File: config.mk
export PLATFORM = sky130hd
export DESIGN_NAME = editor_hora_bcd
export DESIGN_NICKNAME = d
export VERILOG_FILES = /design/src/rtl/editor_hora_bcd.sv
export SDC_FILE = /design/constraint.sdc
export NUM_CORES = 1
export LEC_CHECK = 0
export CAP_MARGIN = 30
export CELL_PAD_IN_SITES_DETAIL_PLACEMENT = 2
export CELL_PAD_IN_SITES_GLOBAL_PLACEMENT = 2
export CORE_ASPECT_RATIO = 2
export CORE_MARGIN = 5
export CORE_UTILIZATION = 35
export CTS_CLUSTER_DIAMETER = 30
export DETAILED_ROUTE_END_ITERATION = 10
export GPL_ROUTABILITY_DRIVEN = 0
export PLACE_DENSITY_LB_ADDON = 0.3
export SYNTH_ARGS = -nofsm -noshare
export SYNTH_HDL_FRONTEND = slang
export SYNTH_SLANG_ARGS = --single-unit
File: constraint.sdc
create_clock -name reloj -period 4.13 [get_ports reloj]
set_input_delay 0.6195 -clock reloj [delete_from_list [all_inputs] [get_ports reloj]]
set_output_delay 0.6195 -clock reloj [all_outputs]
set_load 0.01 [all_outputs]
File: src/rtl/editor_hora_bcd.sv
// editor_hora_bcd: BCD time editor (HH:MM:SS) driven by one-cycle button pulses.
// While idle the displayed time follows the RTC read path. In edit mode the
// selected field is stepped up or down in BCD with per-field wrap and no carry
// into neighbouring fields. A commit hands the time to the RTC writer through a
// level request that is held until it is acknowledged.
module editor_hora_bcd #(
  parameter bit          FORMATO_24  = 1'b1,
  parameter logic [31:0] TIMEOUT_CIC = 32'd500_000_000
) (
  input  logic        reloj,
  input  logic        resetM,
  input  logic        pb_prog,
  input  logic        pb_izq,
  input  logic        pb_der,
  input  logic        pb_arriba,
  input  logic        pb_abajo,
  input  logic        carga,
  input  logic [23:0] hora_in,
  input  logic        wr_ack,
  output logic [23:0] hora_out,
  output logic [1:0]  campo_sel,
  output logic        editando,
  output logic        wr_req
);

  typedef enum logic [1:0] {
    REPOSO   = 2'd0,
    EDITAR   = 2'd1,
    ESCRIBIR = 2'd2
  } estado_t;

  localparam logic [23:0] HORA_RST = FORMATO_24 ? 24'h000000 : 24'h120000;
  localparam logic [7:0]  HH_MIN   = FORMATO_24 ? 8'h00 : 8'h01;
  localparam logic [7:0]  HH_MAX   = FORMATO_24 ? 8'h23 : 8'h12;
  localparam logic [7:0]  MS_MIN   = 8'h00;
  localparam logic [7:0]  MS_MAX   = 8'h59;

  estado_t     estado_q, estado_d;
  logic [23:0] hora_q, hora_d;
  logic [1:0]  campo_q, campo_d;
  logic [31:0] cnt_q, cnt_d;

  logic hay_pulso;
  logic tmo_fin;

  // True when both digits are decimal and the value lies inside [vmin, vmax].
  // For valid BCD the binary order equals the decimal order.
  function automatic logic bcd_valido(input logic [7:0] v,
                                      input logic [7:0] vmin,
                                      input logic [7:0] vmax);
    return (v[3:0] <= 4'd9) && (v[7:4] <= 4'd9) && (v >= vmin) && (v <= vmax);
  endfunction

  // One BCD step with wrap between vmin and vmax. A value outside the range
  // (possible after a raw load from the RTC) is forced to vmin.
  function automatic logic [7:0] bcd_paso(input logic [7:0] v,
                                          input logic       subir,
                                          input logic [7:0] vmin,
                                          input logic [7:0] vmax);
    logic [7:0] r;
    if (!bcd_valido(v, vmin, vmax)) begin
      r = vmin;
    end else if (subir) begin
      if (v == vmax)             r = vmin;
      else if (v[3:0] == 4'd9)   r = {v[7:4] + 4'd1, 4'd0};
      else                       r = {v[7:4], v[3:0] + 4'd1};
    end else begin
      if (v == vmin)             r = vmax;
      else if (v[3:0] == 4'd0)   r = {v[7:4] - 4'd1, 4'd9};
      else                       r = {v[7:4], v[3:0] - 4'd1};
    end
    return r;
  endfunction

  assign hay_pulso = pb_prog | pb_izq | pb_der | pb_arriba | pb_abajo;
  assign tmo_fin   = (TIMEOUT_CIC != 32'd0) && !hay_pulso &&
                     (cnt_q == TIMEOUT_CIC - 32'd1);

  // State register; async reset returns to idle so wr_req drops at once.
  always_ff @(posedge reloj or negedge resetM) begin
    if (!resetM) estado_q <= REPOSO;
    else         estado_q <= estado_d;
  end

  // Data registers: displayed time, selected field, idle counter.
  always_ff @(posedge reloj or negedge resetM) begin
    if (!resetM) begin
      hora_q  <= HORA_RST;
      campo_q <= 2'd0;
      cnt_q   <= 32'd0;
    end else begin
      hora_q  <= hora_d;
      campo_q <= campo_d;
      cnt_q   <= cnt_d;
    end
  end

  // Next-state logic: commit has priority over the idle timeout.
  always_comb begin
    estado_d = estado_q;
    case (estado_q)
      REPOSO:   if (pb_prog) estado_d = EDITAR;
      EDITAR: begin
        if (pb_prog)      estado_d = ESCRIBIR;
        else if (tmo_fin) estado_d = REPOSO;
      end
      ESCRIBIR: if (wr_ack) estado_d = REPOSO;
      default:  estado_d = REPOSO;
    endcase
  end

  // Datapath: load from RTC when idle, field navigation and BCD stepping when editing.
  always_comb begin
    hora_d  = hora_q;
    campo_d = campo_q;
    cnt_d   = cnt_q;
    case (estado_q)
      REPOSO: begin
        if (carga) hora_d = hora_in;
        if (pb_prog) begin
          campo_d = 2'd0;
          cnt_d   = 32'd0;
        end
      end
      EDITAR: begin
        if (hay_pulso)                 cnt_d = 32'd0;
        else if (TIMEOUT_CIC != 32'd0) cnt_d = cnt_q + 32'd1;
        if (!pb_prog) begin
          if (pb_izq || pb_der) begin
            // Simultaneous left and right cancel; up/down is ignored this cycle.
            if (pb_izq && !pb_der)
              campo_d = (campo_q == 2'd2) ? 2'd0 : campo_q + 2'd1;
            else if (pb_der && !pb_izq)
              campo_d = (campo_q == 2'd0) ? 2'd2 : campo_q - 2'd1;
          end else if (pb_arriba ^ pb_abajo) begin
            case (campo_q)
              2'd0:    hora_d[7:0]   = bcd_paso(hora_q[7:0],   pb_arriba, MS_MIN, MS_MAX);
              2'd1:    hora_d[15:8]  = bcd_paso(hora_q[15:8],  pb_arriba, MS_MIN, MS_MAX);
              2'd2:    hora_d[23:16] = bcd_paso(hora_q[23:16], pb_arriba, HH_MIN, HH_MAX);
              default: hora_d = hora_q;
            endcase
          end
        end
      end
      default: ;
    endcase
  end

  // Outputs decoded from state and registered data.
  always_comb begin
    hora_out  = hora_q;
    campo_sel = campo_q;
    editando  = (estado_q == EDITAR);
    wr_req    = (estado_q == ESCRIBIR);
  end

endmodule

==> results of run 1 <==
[flip-flops by register name, indices dropped and copies added (netlist names)]
signal     cells
estado_q       2
campo_sel      2
hora_out      24
cnt_q         32
[cell usage after synthesis (8+ instances only)]
master     n  area [sq um]
o21ai_0   52           260
nand2_1   45           169
buf_2     12          60.1
nor2_1    38           143
nand4_1   11          68.8
nor3_1    11          55.1
nor2b_1    8          50.1
nand3_1   25           125
a41oi_1    9          78.8
o31ai_1   13          97.6
a21oi_1   27           135
ha_1      22           275
and3_1    13          81.3
a31oi_1   23           144
clkbuf_1  21          78.8
inv_1     18          67.6
dfrtp_1   60          1500
and2_1    14          87.6
mux2i_1    8          80.1
[critical path: cells and delay by family, from the launching register on]
kind,cells,cell delay [ns]
compound gates,3,1.16
fa+ha+maj,1,0.28
simple gates,2,0.39
buf+inv,2,0.52
flops,1,0.46
[cell usage in the layout, fill, tap and decap left out, types with 14 or more instances in the layout]
cell type        synthesis  layout
dfrtp_1                 60      60
clkdlybuf4s50_1          0      59
o21ai_0                 52      52
nand2_1                 45      45
nor2_1                  38      38
a21oi_1                 27      27
nand3_1                 25      25
a31oi_1                 23      23
ha_1                    22      22
inv_1                   18      18
and2_1                  14      14
[final cells by class]
class / count / area [sq um]
inverter: 19 / 71.3
multi-input combinational: 438 / 2860
tap: 152 / 190
clock buffer: 11 / 243
sequential: 60 / 1500
clock inverter: 3 / 15.0
fill: 1493 / 7450
timing repair buffer: 68 / 656
[power groups by stage]
| stage | sequential [uW] | clock, uW | combinational, uW |
|---|---|---|---|
| floorplan | 938 | 0 | 1200 |
| global placement | 1100 | 0 | 1700 |
| detailed placement | 1120 | 0 | 1800 |
| CTS | 1110 | 705 | 1820 |
| global route | 1150 | 721 | 1970 |
| finish | 1110 | 686 | 1790 |
[stage by stage]
step	utilization, %	instance area [sq um]	hold slack (ns)
after global placement	40.6	5280	0.474
after detailed placement	40.6	5280	0.487
after floorplan	-	4610	0.324
after CTS	42.6	5540	0.414
after global routing	42.6	5540	0.468
final	42.6	5540	0.405
[final timing paths]
kind | from | end | slack (ns) | cells after the start
setup / recovery | hora_out[13]$_DFFE_PN0P_ | hora_out[14]$_DFFE_PN0P_ | 1.18 | 8
setup reg to reg | hora_out[13]$_DFFE_PN0P_ | hora_out[14]$_DFFE_PN0P_ | 1.18 | 8
max in group asynchronous | resetM | estado_q[0]$_DFFE_PN0P_ | 2.79 | 2
min in group reloj | cnt_q[14]$_DFFE_PN0P_ | cnt_q[14]$_DFFE_PN0P_ | 0.50 | 1
hold reg to reg | cnt_q[14]$_DFFE_PN0P_ | cnt_q[14]$_DFFE_PN0P_ | 0.50 | 1
hold / removal | resetM | hora_out[18]$_DFFE_PN0P_ | 0.40 | 1
[logic make-up after synthesis]
family	share of synthesized area, %
buf+inv	5.43
flops	32.6
mux	1.98
compound gates	27.9
fa+ha+maj	5.97
simple gates	24.8
xor+xnor	1.33
[routing by layer]
metal,routed length [um],vias up,global-route usage [%]
li1,-,2176,-
met1,6110,2355,21.5
met2,9810,96,43.9
met3,472,35,3.05
met4,488,0,7.92
met5,0,-,0
==> results.json, run 1 <==
{
  "core-area_sq_um": 13000,
  "portBuffers": 60,
  "drt-initial-drc-count": 130,
  "rows": 59,
  "async_reset_ff_share_pct": 100,
  "combPwrFrac_pct": 50.0,
  "place_inst": 737,
  "cts_max_path_buffers": 2,
  "drv_slew": 0,
  "crit_path_end_kind": "register",
  "rsz0062_at_grt": "false",
  "syn-num-nets": 611,
  "postLayoutSetupSlackWorst_ns": 1.18,
  "min_period_over_period_pct": 71.5,
  "power_frac_seq_pct": 30.9,
  "cts.sinks": 60,
  "cts_tree": "yes",
  "grt_overflow": 0,
  "switching_share_pct": 45.5,
  "slowest_stage": "a222oi_1",
  "hold_path_class": "in2async",
  "finalNonFillerCells": 751,
  "post-route-drc-count": 0,
  "ys_seq_area_share_pct": 32.6,
  "synth_area_sq_um": 4610,
  "cap_violations": 0,
  "cts_resized": 0,
  "status": "completed",
  "cts_buffers": 9,
  "antenna_cells": 0,
  "ioPinCount": 61,
  "grt_pass1_wl_um": 27100,
  "hold_buffers": 0,
  "vias_per_cell": 6.21,
  "final_nets": 651,
  "p_total_uw": 3590,
  "synth_cell_types": 74,
  "tightestPinTransition_ns": 0.913,
  "setup_viol": 0,
  "worstPathMaxFanout": 7,
  "yosysWarnings": 0,
  "die-area_sq_um": 15700,
  "avgSynthCellArea_sq_um": 8.29,
  "die_w_um": 91.1,
  "min_period_ns": 2.95,
  "wl_um": 16900,
  "first_pass_iters": 6,
  "critPathArrivalTime_ns": 3.16,
  "root_buffer": "clkbuf_16",
  "cpPeakStageDelay_ns": 0.78,
  "final.setup.tns_ns": 0,
  "internal-power_uw": 1960,
  "die_height_um": 172,
  "crit_type": "reg2reg",
  "cts_htree_levels": 3,
  "hpwl_um": 12600,
  "vdd_drop_max_mv": 0.345,
  "synth_edf_count": 0,
  "track_usage_pct": 21.6,
  "p_clk_share_pct": 19.1,
  "cts_setup_buffers": 0,
  "antenna_found_initial": 0,
  "first_global_vias": 5126,
  "start_util_pct": 35.5,
  "cp.required_ns": 4.34,
  "start_kind": "register",
  "syn_to_final_growth_pct": 20.2,
  "place_ws_ns": 1.13,
  "path_cells": "inv_1 > ha_1 > and3b_1 > nand4_1 > a222oi_1 > buf_4 > a31oi_1 > a2bb2oi_1",
  "synthFlopType": "dfrtp_1",
  "drtAntennaViolNets": 0,
  "cts.clk_slew.worst_paths_ns": 0.06,
  "netSwitchingPower_uw": 1630,
  "clock_latency_ns": 0.34,
  "finalHoldViolations": 0,
  "max_freq_ghz": 0.338,
  "synthCells": 556,
  "ys_seq_elements": 60,
  "detail_route.wl_per_cell_um": 22.5,
  "p_leak_uw": 0.00226,
  "relSlewSlack_pct": 38.9,
  "grt_max_degree": 41,
  "layout-drive-gt1-share_pct": 6.51,
  "clock_skew_ns": 0.00694,
  "vias": 4662,
  "powerDensity_nw_per_um2": 648
}
(Power assumes the default switching activity.)
==> run 2: changes to the inputs <==
--- a/config.mk
+++ b/config.mk
@@ -10,7 +10,7 @@
 export CELL_PAD_IN_SITES_GLOBAL_PLACEMENT = 2
 export CORE_ASPECT_RATIO = 2
 export CORE_MARGIN = 5
-export CORE_UTILIZATION = 35
+export CORE_UTILIZATION = 30
 export CTS_CLUSTER_DIAMETER = 30
 export DETAILED_ROUTE_END_ITERATION = 10
 export GPL_ROUTABILITY_DRIVEN = 0
==> constraint.sdc (replaced) <==
create_clock -name reloj -period 2.7 [get_ports reloj]
set_input_delay 0.405 -clock reloj [delete_from_list [all_inputs] [get_ports reloj]]
set_output_delay 0.405 -clock reloj [all_outputs]
set_load 0.01 [all_outputs]
==> run 2 against run 1 <==
Compared with the run above: combinational power up 65%; flip-flop and latch count unchanged; routed wire length up 6.7%; critical endpoint is now hora_out[15]$_DFFE_PN0P_.
==> results.json, run 2 (synthesis results as in run 1) <==
{
  "rows": 64,
  "place_ws_ns": 0.150,
  "track_usage_pct": 20.3,
  "utilization_pct": 38.3,
  "first_pass_iters": 4,
  "rsz0062_at_grt": "false",
  "whs_ns": 0.256,
  "start_util_pct": 30.3,
  "post-route-drc-count": 0,
  "root_buffer": "clkbuf_16",
  "cts_max_path_buffers": 2,
  "cts_resized": 0,
  "reg2reg_to": "hora_out[15]$_DFFE_PN0P_",
  "crit_type": "reg2reg",
  "final_cell_mix": "dfrtp_1, clkdlybuf4s50_1, o21ai_0, nand2_1, nor2_1",
  "portBuffers": 60,
  "layout-drive-gt1-share_pct": 10.1,
  "relSlewSlack_pct": 41.3,
  "die_height_um": 185,
  "postLayoutSetupSlackWorst_ns": 0.217,
  "largest_reg_flops": 32,
  "start_kind": "register",
  "max_freq_ghz": 0.403,
  "r2r_cells": 9,
  "cts_tree": "yes",
  "antenna_cells": 0,
  "core-area_sq_um": 15200,
  "cts.clk_slew.worst_paths_ns": 0.06,
  "cap_violations": 0,
  "drt-initial-drc-count": 105,
  "crit_path_end_kind": "register",
  "cts_setup_buffers": 0,
  "min_period_ns": 2.48,
  "grt_overflow": 0,
  "finalHoldViolations": 0,
  "cts.sinks": 60,
  "wl_um": 18000,
  "final.setup.tns_ns": 0,
  "largest_register": "cnt_q",
  "drtAntennaViolNets": 0,
  "antenna_found_initial": 0,
  "worstPathMaxFanout": 6,
  "grt_max_degree": 61,
  "clock_skew_ns": 0.0104,
  "ioPinCount": 61,
  "first_global_vias": 5384,
  "die_w_um": 97.6,
  "hpwl_um": 13500,
  "cts_htree_levels": 3,
  "min_period_over_period_pct": 92.0,
  "vias_per_cell": 5.86,
  "setup_viol": 0,
  "detail_route.wl_per_cell_um": 22.0,
  "hold_path_class": "in2async",
  "fillers": 1708,
  "clock_latency_ns": 0.34,
  "cp.required_ns": 2.92,
  "vdd_drop_max_mv": 0.327,
  "final_nets": 673,
  "reg2reg_slack_ns": 0.22,
  "tightestPinTransition_ns": 0.881,
  "p_leak_uw": 0.00240,
  "critPathArrivalTime_ns": 2.70,
  "powerDensity_nw_per_um2": 996,
  "status": "completed",
  "grt_pass1_wl_um": 29100,
  "vias": 4813,
  "syn_to_final_growth_pct": 26.6,
  "drv_slew": 0,
  "hold_buffers": 0,
  "die-area_sq_um": 18100,
  "timing.rr.start": "hora_out[13]$_DFFE_PN0P_",
  "cts_buffers": 9,
  "layout_commonest_cell": "dfrtp_1"
}
[run 2: changes by cell type in the layout (fill, tap and decap cells not counted)]
cell	change
bufinv_16	+1
clkbuf_8	+1
clkinv_2	-1
clkinvlp_4	+1
buf_4	+20
buf_12	+2
[run 2: through the flow]
stage / instances / power [uW] / area (sq um)
2_1_floorplan: 556 / 3270 / 4610
3_3_place_gp: 804 / 4430 / 5520
3_5_place_dp: 804 / 4610 / 5520
4_1_cts: 820 / 5860 / 5830
5_1_grt: 821 / 6230 / 5830
6_report: 821 / 5810 / 5830
[run 2: worst max path at each step]
stage                                         from                        to
after detailed placement                    pb_izq     cnt_q[27]$_DFFE_PN0P_
final                     hora_out[13]$_DFFE_PN0P_  hora_out[15]$_DFFE_PN0P_
after global placement                   pb_arriba   hora_out[4]$_DFFE_PN0P_
after floorplan           hora_out[16]$_DFFE_PN0P_  hora_out[23]$_DFFE_PN0P_
after global routing      hora_out[13]$_DFFE_PN0P_   hora_out[9]$_DFFE_PN0P_
after CTS                 hora_out[13]$_DFFE_PN0P_   hora_out[9]$_DFFE_PN0P_
[run 2: metal layers]
| metal | vias up | global-route usage (%) | wire [um] |
|---|---|---|---|
| li1 | 2227 | - | - |
| met3 | 32 | 3.39 | 460 |
| met5 | - | 0 | 0 |
| met2 | 87 | 42.0 | 10600 |
| met1 | 2467 | 19.2 | 6420 |
| met4 | 0 | 8.04 | 510 |
[run 2: cell type report]
type | count | area (sq um) | area share (%)
Timing Repair Buffer | 90 | 846 | 14.5
Clock inverter | 4 | 47.5 | 0.815
Multi-Input combinational cell | 438 | 2860 | 49.1
Clock buffer | 12 | 256 | 4.40
Inverter | 19 | 71.3 | 1.22
Tap cell | 198 | 248 | 4.25
Sequential cell | 60 | 1500 | 25.7
[run 2: power by group]
| part | total [uW] | internal, uW | switching (uW) |
|---|---|---|---|
| Combinational | 2960 | 1350 | 1600 |
| Clock | 1220 | 763 | 460 |
| Sequential | 1630 | 1110 | 523 |
| Total | 5810 | 3230 | 2590 |
[run 2: critical path, stage by stage, from the launching register on]
cell and delay (ns):
dfrtp_1 0.45, inv_1 0.23, ha_1 0.28, and3b_1 0.28
nand4_1 0.12, a222oi_1 0.42, buf_4 0.19, a31oi_1 0.08
buf_4 0.17, a2bb2oi_1 0.13
==> run 3: changes to the inputs <==
--- a/config.mk
+++ b/config.mk
@@ -14,7 +14,7 @@
 export CTS_CLUSTER_DIAMETER = 30
 export DETAILED_ROUTE_END_ITERATION = 10
 export GPL_ROUTABILITY_DRIVEN = 0
-export PLACE_DENSITY_LB_ADDON = 0.3
+export PLACE_DENSITY = 0.85
 export SYNTH_ARGS = -nofsm -noshare
 export SYNTH_HDL_FRONTEND = slang
 export SYNTH_SLANG_ARGS = --single-unit
==> run 3 against run 2 <==
Compared with the run above: register-to-register slack worse by 0.03 ns; critical endpoint is now hora_out[13]$_DFFE_PN0P_; sequential share of layout area decreased by 0.14 points; highest routed layer unchanged; fmax fell by 1.3%; non-clock buffer count shrank 5; combinational power about the same; cell area increased by 0.54%; flip-flop and latch count unchanged.
==> results.json, run 3 (synthesis results as in run 1) <==
{
  "root_buffer": "clkbuf_16",
  "die-area_sq_um": 18100,
  "cap_violations": 0,
  "track_usage_pct": 21.0,
  "largest_register": "cnt_q",
  "p_leak_uw": 0.00241,
  "final_cell_mix": "dfrtp_1, clkdlybuf4s50_1, o21ai_0, nand2_1, nor2_1",
  "final.setup.tns_ns": 0,
  "r2r_cells": 9,
  "layout_commonest_cell": "dfrtp_1",
  "first_pass_iters": 6,
  "start_util_pct": 30.3,
  "tightestPinTransition_ns": 0.682,
  "status": "completed",
  "grt_overflow": 0,
  "wl_um": 18900,
  "drt-initial-drc-count": 202,
  "vdd_drop_max_mv": 0.354,
  "seqCellArea_sq_um": 1500,
  "post-route-drc-count": 0,
  "max_freq_ghz": 0.398,
  "relSlewSlack_pct": 54.4,
  "antenna_found_initial": 0,
  "cp.required_ns": 2.95,
  "cts_buffers": 9,
  "die_w_um": 97.6,
  "cts_max_path_buffers": 2,
  "clock_skew_ns": 0.00680,
  "grt_pass1_wl_um": 30200,
  "min_period_ns": 2.52,
  "grt_max_degree": 44,
  "start_kind": "register",
  "placedInstanceArea_sq_um": 5480,
  "syn_to_final_growth_pct": 27.3,
  "setup_viol": 0,
  "min_period_over_period_pct": 93.2,
  "drv_slew": 0,
  "vias_per_cell": 6.05,
  "antenna_cells": 0,
  "hpwl_um": 13600,
  "first_global_vias": 5516,
  "detail_route.wl_per_cell_um": 23.2,
  "crit_type": "reg2reg",
  "drtAntennaViolNets": 0,
  "cts_resized": 0,
  "clock_latency_ns": 0.34,
  "die_height_um": 185,
  "largest_reg_flops": 32,
  "finalHoldViolations": 0,
  "hold_path_class": "in2async",
  "core-area_sq_um": 15200,
  "critPathArrivalTime_ns": 2.76,
  "multiInputGateArea_sq_um": 2860,
  "powerDensity_nw_per_um2": 1040,
  "fillers": 1725,
  "crit_path_end_kind": "register",
  "final_nets": 668,
  "layout-drive-gt1-share_pct": 9.55,
  "rows": 64,
  "fin_area_sq_um": 5860,
  "cts_htree_levels": 3,
  "portBuffers": 60,
  "p_total_uw": 6120,
  "ioPinCount": 61,
  "reg2reg_slack_ns": 0.18,
  "cts.clk_slew.worst_paths_ns": 0.06,
  "vias": 4933,
  "cts_tree": "yes",
  "cts.sinks": 60,
  "worstPathMaxFanout": 10
}
[run 3: changes by cell type in the layout (fill, tap and decap cells not counted), sizes merged]
| cell | delta |
|---|---|
| clkinvlp | -1 |
| inv | +1 |
| clkbuf | -2 |
| bufinv | +3 |
| clkinv | -1 |
| buf | -5 |
[run 3: what timing repair did]
action,4_1_cts,5_1_grt
buffers inserted,0,1
setup endpoints to repair,0,8
hold buffers,0,0
[run 3: routing by layer]
| metal | vias up | GRT usage (%) | part of all wire, % | routed length (um) |
|---|---|---|---|---|
| met5 | - | 0 | 0 | 0 |
| met4 | 0 | 8.71 | 3.4 | 652 |
| met3 | 45 | 2.90 | 2.4 | 453 |
| met2 | 106 | 42.9 | 58 | 11100 |
| met1 | 2562 | 20.5 | 36 | 6780 |
| li1 | 2220 | - | - | - |
[run 3: worst paths after layout]
path	startpoint	endpoint
worst min register to register	cnt_q[14]$_DFFE_PN0P_	cnt_q[14]$_DFFE_PN0P_
max in group asynchronous	resetM	hora_out[16]$_DFFE_PN0P_
worst min-delay path	resetM	cnt_q[20]$_DFFE_PN0P_
worst max-delay path	hora_out[13]$_DFFE_PN0P_	hora_out[13]$_DFFE_PN0P_
min in group reloj	cnt_q[14]$_DFFE_PN0P_	cnt_q[14]$_DFFE_PN0P_
worst max register to register	hora_out[13]$_DFFE_PN0P_	hora_out[13]$_DFFE_PN0P_
[run 3: worst max-delay path, cell delays in order, from the launching register on]
cell and delay (ns):
dfrtp_1 0.44, inv_1 0.24, ha_1 0.30, and3b_1 0.27
nand4_1 0.13, a222oi_1 0.35, buf_4 0.19, buf_4 0.18
a31oi_1 0.10, mux2i_1 0.21
[run 3: through the flow]
| step | setup slack (ns) | hold slack [ns] | std cells | utilization (%) |
|---|---|---|---|---|
| 2_1_floorplan | 0.607 | 0.109 | 556 | - |
| 3_3_place_gp | 0.197 | 0.389 | 799 | 36.0 |
| 3_5_place_dp | 0.0921 | 0.396 | 799 | 36.0 |
| 4_1_cts | 0.105 | 0.0310 | 815 | 38.5 |
| 5_1_grt | -0.00172 | 0.0431 | 816 | 38.5 |
| 6_report | 0.184 | 0.0275 | 816 | 38.5 |
[run 3: area by class of cell]
type	count	area share, %
Multi-Input combinational cell	438	48.8
Sequential cell	60	25.6
Timing Repair Buffer	85	13.8
Tap cell	198	4.22
Clock buffer	10	4.08
Clock inverter	6	2.28
Inverter	19	1.22
[run 3: where the power goes]
| group | switching [uW] | total, uW | internal (uW) | leakage, uW |
|---|---|---|---|---|
| logic | 1640 | 2970 | 1330 | 0.00145 |
| registers | 553 | 1660 | 1110 | 0.000778 |
| clock network | 465 | 1490 | 1020 | 0.000183 |
| total | 2660 | 6120 | 3460 | 0.00241 |
